==> config.mk <==
export PLATFORM = sky130hd
export DESIGN_NAME = input_controller
export DESIGN_NICKNAME = d
export VERILOG_FILES = /design/src/rtl/polar_pkg.sv /design/src/rtl/input_controller.sv
export SDC_FILE = /design/constraint.sdc
export NUM_CORES = 1
export LEC_CHECK = 0
export CORE_MARGIN = 2
export CORE_UTILIZATION = 51
export DETAILED_ROUTE_END_ITERATION = 8
export PLACE_DENSITY = 0.94
export SYNTH_ARGS = -nofsm -noshare
export SYNTH_HDL_FRONTEND = slang
export SYNTH_SLANG_ARGS = --single-unit
==> constraint.sdc <==
create_clock -name clk -period 2.3 [get_ports clk]
set_input_delay 0.345 -clock clk [delete_from_list [all_inputs] [get_ports clk]]
set_output_delay 0.345 -clock clk [all_outputs]
set_load 0.005 [all_outputs]
==> src/rtl/polar_pkg.sv <==
// Shared definitions for the polar decoder: top-level decoder state codes and
// the input controller FSM encoding.
package polar_pkg;

    localparam logic [7:0] ST_IDLE   = 8'd0;
    localparam logic [7:0] ST_INPUT  = 8'd1;
    localparam logic [7:0] ST_DECODE = 8'd2;
    localparam logic [7:0] ST_OUTPUT = 8'd3;

    typedef enum logic [2:0] {
        IC_IDLE,
        IC_RECEIVE,
        IC_DRAIN,
        IC_FLUSH,
        IC_DONE
    } ic_state_e;

endpackage

==> src/rtl/input_controller.sv <==
// Accepts one LLR frame from an AXI-Stream slave and writes it into the input
// buffer BRAM, flagging frames whose tlast does not land on the final word.
module input_controller
    import polar_pkg::*;
#(
    parameter int                     CODE_LENGTH = 1024,
    parameter int                     ADDR_WIDTH  = 10,
    parameter int                     DATA_WIDTH  = 8,
    parameter int                     STATE_WIDTH = 8,
    parameter logic [STATE_WIDTH-1:0] INPUT_STATE = STATE_WIDTH'(ST_INPUT)
) (
    input  logic                   clk,
    input  logic                   reset,
    input  logic [STATE_WIDTH-1:0] state,
    input  logic [DATA_WIDTH-1:0]  saxis_tdata,
    input  logic                   saxis_tvalid,
    input  logic                   saxis_tlast,
    output logic                   saxis_tready,
    output logic [ADDR_WIDTH-1:0]  addr_to_input_buffer_bram,
    output logic [DATA_WIDTH-1:0]  data_to_input_buffer_bram,
    output logic                   write_enable_to_input_buffer_bram,
    output logic                   input_done,
    output logic                   frame_error
);

    localparam logic [ADDR_WIDTH:0] LAST_IDX = (ADDR_WIDTH+1)'(CODE_LENGTH - 1);

    ic_state_e                    fsm_q, fsm_d;
    logic [ADDR_WIDTH:0]          cnt_q;
    logic                         in_state, accept, rx_accept, last_beat, set_err;
    logic                         wr_vld_p1;
    logic [ADDR_WIDTH-1:0]        wr_addr_p1;
    logic signed [DATA_WIDTH-1:0] llr_p1;
    logic                         done_q, err_q;

    always_comb begin
        in_state     = (state == INPUT_STATE);
        saxis_tready = (fsm_q == IC_RECEIVE) || (fsm_q == IC_DRAIN);
        accept       = saxis_tvalid && saxis_tready;
        // a beat taken in the same cycle the decoder leaves INPUT_STATE is dropped
        rx_accept    = accept && (fsm_q == IC_RECEIVE) && in_state;
        last_beat    = (cnt_q == LAST_IDX);
        fsm_d        = fsm_q;
        set_err      = 1'b0;
        case (fsm_q)
            IC_IDLE: begin
                if (in_state) fsm_d = IC_RECEIVE;
            end
            IC_RECEIVE: begin
                if (!in_state) begin
                    fsm_d = IC_IDLE;
                end else if (accept) begin
                    if (last_beat) begin
                        fsm_d   = saxis_tlast ? IC_FLUSH : IC_DRAIN;
                        set_err = !saxis_tlast;
                    end else if (saxis_tlast) begin
                        fsm_d   = IC_FLUSH;
                        set_err = 1'b1;
                    end
                end
            end
            IC_DRAIN: begin
                if (!in_state)                  fsm_d = IC_IDLE;
                else if (accept && saxis_tlast) fsm_d = IC_FLUSH;
            end
            IC_FLUSH: begin
                fsm_d = in_state ? IC_DONE : IC_IDLE;
            end
            IC_DONE: begin
                if (!in_state) fsm_d = IC_IDLE;
            end
            default: fsm_d = IC_IDLE;
        endcase
    end

    // stage p1: registered BRAM write, one cycle after the accepting edge
    always_ff @(posedge clk) begin
        if (reset) begin
            fsm_q      <= IC_IDLE;
            cnt_q      <= '0;
            wr_vld_p1  <= 1'b0;
            wr_addr_p1 <= '0;
            llr_p1     <= '0;
            done_q     <= 1'b0;
            err_q      <= 1'b0;
        end else begin
            fsm_q     <= fsm_d;
            wr_vld_p1 <= rx_accept;
            done_q    <= (fsm_q == IC_FLUSH) && (fsm_d == IC_DONE);
            if ((fsm_q == IC_IDLE) && (fsm_d == IC_RECEIVE))
                cnt_q <= '0;
            else if (rx_accept)
                cnt_q <= cnt_q + (ADDR_WIDTH+1)'(1);
            if ((fsm_d == IC_IDLE) && (fsm_q != IC_IDLE))
                err_q <= 1'b0;
            else if (set_err)
                err_q <= 1'b1;
            if (rx_accept) begin
                wr_addr_p1 <= cnt_q[ADDR_WIDTH-1:0];
                llr_p1     <= saxis_tdata;
            end
        end
    end

    assign addr_to_input_buffer_bram         = wr_addr_p1;
    assign data_to_input_buffer_bram         = llr_p1;
    assign write_enable_to_input_buffer_bram = wr_vld_p1;
    assign input_done                        = done_q;
    assign frame_error                       = err_q;

endmodule

* After elaboration in Yosys (flattened, before gate mapping)
Cells that the tools add are included.
** Operators by class
- Add/sub/neg operators :: 1
- Eq/ne operators :: 8
- Mux-type cells :: 16
- Reductions and logical operators :: 14
** Operator list (number)
- two-way mux 3 bit :: 9
- one-hot mux 3 bit (5 select lines) :: 1
- adder 11 x 1 -> 11 bit, second input constant :: 1
- equality test 11 x 10 -> 1 bit, second input constant :: 1
- equality test 8 x 1 -> 1 bit, second input constant :: 1
- logical AND 1 bit :: 7
- equality test 3 x 1 -> 1 bit, second input constant :: 2
- equality test 3 x 2 -> 1 bit, second input constant :: 2
- equality test 3 bit, second input constant :: 2
- logical NOT 3 bit :: 2
- two-way mux 1 bit :: 6
- OR reduction 2 bit :: 2
- nonzero test 3 bit :: 1
- logical NOT 1 bit :: 1
- logical OR 1 bit :: 1
** Storage, ports and cells
- Bits in registers :: 35
- Bits of input ports :: 20
- Output and inout bits :: 22
- Logic and storage cells :: 46

* Longest topological paths before layout
- Depth after elaboration :: 10
- Gate-level depth with buffers :: 7
- Gate-level depth less buffers :: 5

* Worst setup path after synthesis
OpenSTA, ideal clock, no wires.
- Path kind :: input-to-reg
- Start point :: input port state[1]
- End point :: register err_q, in the netlist frame_error
- Setup time :: 0.103 ns
- Arrival time :: 1.525 ns
- Setup slack :: 0.672 ns
- Stages on the path :: 4
- Buffers on the path :: 0
- Cells stage by stage :: or4b_1 > nor3_4 > nor2_1 > a2111oi_2
** On the way
- Cells in the longest elaborated chain, start to end :: 6
- Elaborated cells between the ends (all ways) :: 12
** RTL lines
- start: declaration :: RTL line input_controller.sv:14 : input logic [STATE_WIDTH-1:0] state,
- equality test 8 x 1 -> 1 bit (*) :: RTL line input_controller.sv:37 : in_state = (state == INPUT_STATE);
- two-way mux 3 bit, on equally long branches
- one-hot mux 3 bit (5 select lines) :: RTL line input_controller.sv:45 : case (fsm_q)
- logical NOT 3 bit :: RTL line input_controller.sv:94 : if ((fsm_d == IC_IDLE) && (fsm_q != IC_IDLE))
- logical AND 1 bit :: RTL line input_controller.sv:94
- OR reduction 2 bit (no line)
- end signal: assignment :: RTL line input_controller.sv:85 : err_q <= 1'b0;
- end signal: assignment :: RTL line input_controller.sv:95 : err_q <= 1'b0;
- end signal: assignment :: RTL line input_controller.sv:97 : err_q <= 1'b1;
- end: declaration :: RTL line input_controller.sv:34 : logic done_q, err_q;
Every way passes the cells marked *; elsewhere a longest branch is shown, timed or not.
A chain may end at the register's enable or synchronous reset.

* Worst setup path in the final report
- Start point :: input port state[1]
- End point :: register fsm_q[1]
** On the way
- Cells in the longest elaborated chain, start to end :: 3
- Elaborated cells between the ends (all ways) :: 6
** RTL lines
- equality test 8 x 1 -> 1 bit (*) :: RTL line input_controller.sv:37
- two-way mux 3 bit, on equally long branches
- one-hot mux 3 bit (5 select lines) (*) :: RTL line input_controller.sv:45
- end signal: assignment :: RTL line input_controller.sv:87 : fsm_q <= fsm_d;
- end: declaration :: RTL line input_controller.sv:28 : ic_state_e fsm_q, fsm_d;
Marks and branches as above.

==> impl_metrics.csv <==
group,metric,value,unit
run_status,status,"completed",
worst_hold_path,min-delay-start,"addr_to_input_buffer_bram[3]",
routing,drc,0,
die,die_area,3510,µm²
synth,synth_enable_flop_cells,0,
sta,finalHoldViolCount,0,
final_layout,final_layout_size_suffix_gt1_frac,0.100,
synth,yosysTopAreaCellShare,0.450,
routing,route.antenna.remaining_nets,0,
clock_network,cts_root_buf,"clkbuf_4",
final_layout,layout.nets,252,
global_routing,grt_pass1_wl,5590,µm
global_routing,grt_pass1_vias,1324,
final_layout,n_antenna_cell,0,
setup_path,worstSetupPathType,"primary input to flop",
clock_network,clock_latency,320,ps
global_routing,grt_usage,0.212,
power_and_ir_drop,leakage,0.674,nW
setup_path,worstSetupEndpointType,"flop",
setup_path,required,2550,ps
clock_network,cts_made_buffers,5,
global_routing,antenna_found_initial,0,
synth,syn_avg_cell_area,8.47,µm²
power_and_ir_drop,peakVddDrop,0.372,mV
synth,synth_seq_area_share,0.450,
die,core_area,2980,µm²
worst_hold_path,hold_end,"addr_to_input_buffer_bram[3]",
clock_network,cts_tree,"yes",
final_layout,fillers,239,
power_and_ir_drop,powerDensity,460,nW/µm²
synth,synth_area_leaders,"dfxtp_1 (45%), nand2_1 (12%), a21oi_1 (8.0%), nor2_1 (2.4%), xnor2_1 (2.2%)",
die,die_h,59.3,µm
routing,num_vias,1443,
job,maxCapViolCount,0,
sta,slew_headroom,0.737,
setup_path,worstPathMaxFanout,14,
sta,clock.fmax,0.536,GHz
global_routing,grt.overflow.total,0,
routing,vias_per_cell,5.49,
routing,drt_pre_antenna_iters,4,
synth,syn-instance-count,184,
die,dieWidth,59.3,µm
worst_hold_path,hold_path.class,"flop to flop",
synth,syn_area,1560,µm²
die,start_util,0.523,
setup_path,r2r_start,"cnt_q[0]",
clock_network,htreeDepth,2,
synth,syn_nets,205,
placement,dpl.hpwl,2450,µm
final_layout,area_growth,33.0,%
synth,yosysMostFrequentCell,"nand2_1",
setup_path,cp-start-kind,"primary input",
sta,rsz0062_at_grt,"false",
sta,setup_tns,0,ps
synth,ys_warn_count,0,
sta,fin_crit_sh,0.811,
synth,async_reset_ff_frac,0,
sta,setup_viol,0,
die,rows,20,
die,io_pins,42,
worst_hold_path,hold_path_depth,2,
routing,drt_iter0_drc,41,
setup_path,regToRegSetupSlack,480,ps
setup_path,reg2reg_depth,5,
synth,synthDistinctLibCells,40,
routing,wl_per_cell,12.6,µm
synth,synthTopCellsByCount,"nand2_1 (49), dfxtp_1 (35), a21oi_1 (25)",
sta,fin_skew,5.68,ps
placement,numPortBuffers,41,
clock_network,path_clk_slew,90,ps
routing,wl,3320,µm
sta,drv_slew,0,
clock_network,cts_resized,0,
sta,tightest_slew,390,ps
routing,wl_met2,1620,µm
clock_network,cts.sinks,35,
synth,yosys_most_used_dff,"dfxtp_1",
global_routing,grt_max_degree,22,
synth,synth-seq-cells,35,
placement,gp_congestion,0.858,
clock_network,cts_buffer_depth,2,
clock_network,ctsHoldBuffers,0,
routing,top_layer,"met4",
routing,wl_met1,1500,µm
synth,synth_area_leader_cell,"dfxtp_1",
routing,wl_met3,178,µm
setup_path,worstPathArrival,2110,ps
clock_network,post-cts-setup-buffer-count,0,
setup_path,rr_endpoint,"frame_error",
sta,min_period,1860,ps
power_and_ir_drop,p_total,0.952,mW
## per-stage QoR
step	setup slack [ps]	utilization	instance area, µm²	hold WS [ps]	std cells
2_1_floorplan	672	-	1560	453	184
3_3_place_gp	174	0.682	2030	441	257
6_report	436	0.696	2070	458	263
5_1_grt	321	0.696	2070	479	263
3_5_place_dp	112	0.682	2030	448	257
4_1_cts	447	0.696	2070	460	263
## report_power, final
part / internal (mW) / switching (mW)
registers: 0.605 / 0.0000600
logic: 0.0377 / 0.0256
clock network: 0.109 / 0.175
## cells in the final DEF (no fill, tap or decap), types with 3 or more instances in the layout
master / synthesis / layout
clkdlybuf4s50_1: 0 / 41
nor2_1: 10 / 10
nand3_1: 6 / 6
inv_1: 5 / 5
a21oi_1: 25 / 25
nand2_1: 49 / 49
xnor2_1: 4 / 4
clkbuf_4: 0 / 5
o31ai_1: 3 / 3
dfxtp_1: 35 / 35
buf_4: 1 / 9
## cell families after synthesis
group,Yosys count,synth area share
fa+ha+maj,2,0.0145
flops,35,0.450
mux,2,0.0129
simple gates,89,0.315
xor+xnor,5,0.0281
buf+inv,15,0.0418
compound gates,36,0.138
## layer usage
layer	global-route usage	vias up
met1	0.257	665
met4	0.0552	0
met2	0.345	43
met3	0.0895	2
li1	-	733
met5	0	-
## area by class of cell
class	instances	area (µm²)	area share
inverter	5	18.8	0.00906
tap	33	41.3	0.0199
sequential	35	701	0.338
clock buffer	6	41.3	0.0199
timing repair buffer	50	478	0.231
multi-input combinational	134	792	0.382
## sequential cells by signal, indices dropped and copies added, names as in the netlist
name,count
fsm_q,3
data_to_input_buffer_bram,8
input_done,1
write_enable_to_input_buffer_bram,1
cnt_q,11
frame_error,1
addr_to_input_buffer_bram,10
## worst max-delay path by stage
stage | startpoint | end | cells past startpoint
after floorplan | state[1] | frame_error | 4
after global placement | state[1] | frame_error | 6
after detailed placement | state[1] | frame_error | 6
after CTS | state[1] | fsm_q[1] | 6
after global routing | state[5] | cnt_q[7] | 6
final | state[1] | fsm_q[1] | 6
## critical path, stage by stage
cell and delay [ps]:
clkdlybuf4s50_1 470, or4b_1 640, nor3_4 190, buf_4 230
o21ai_1 90, a21oi_1 160
Note: power is estimated with default switching activity, not from simulation.
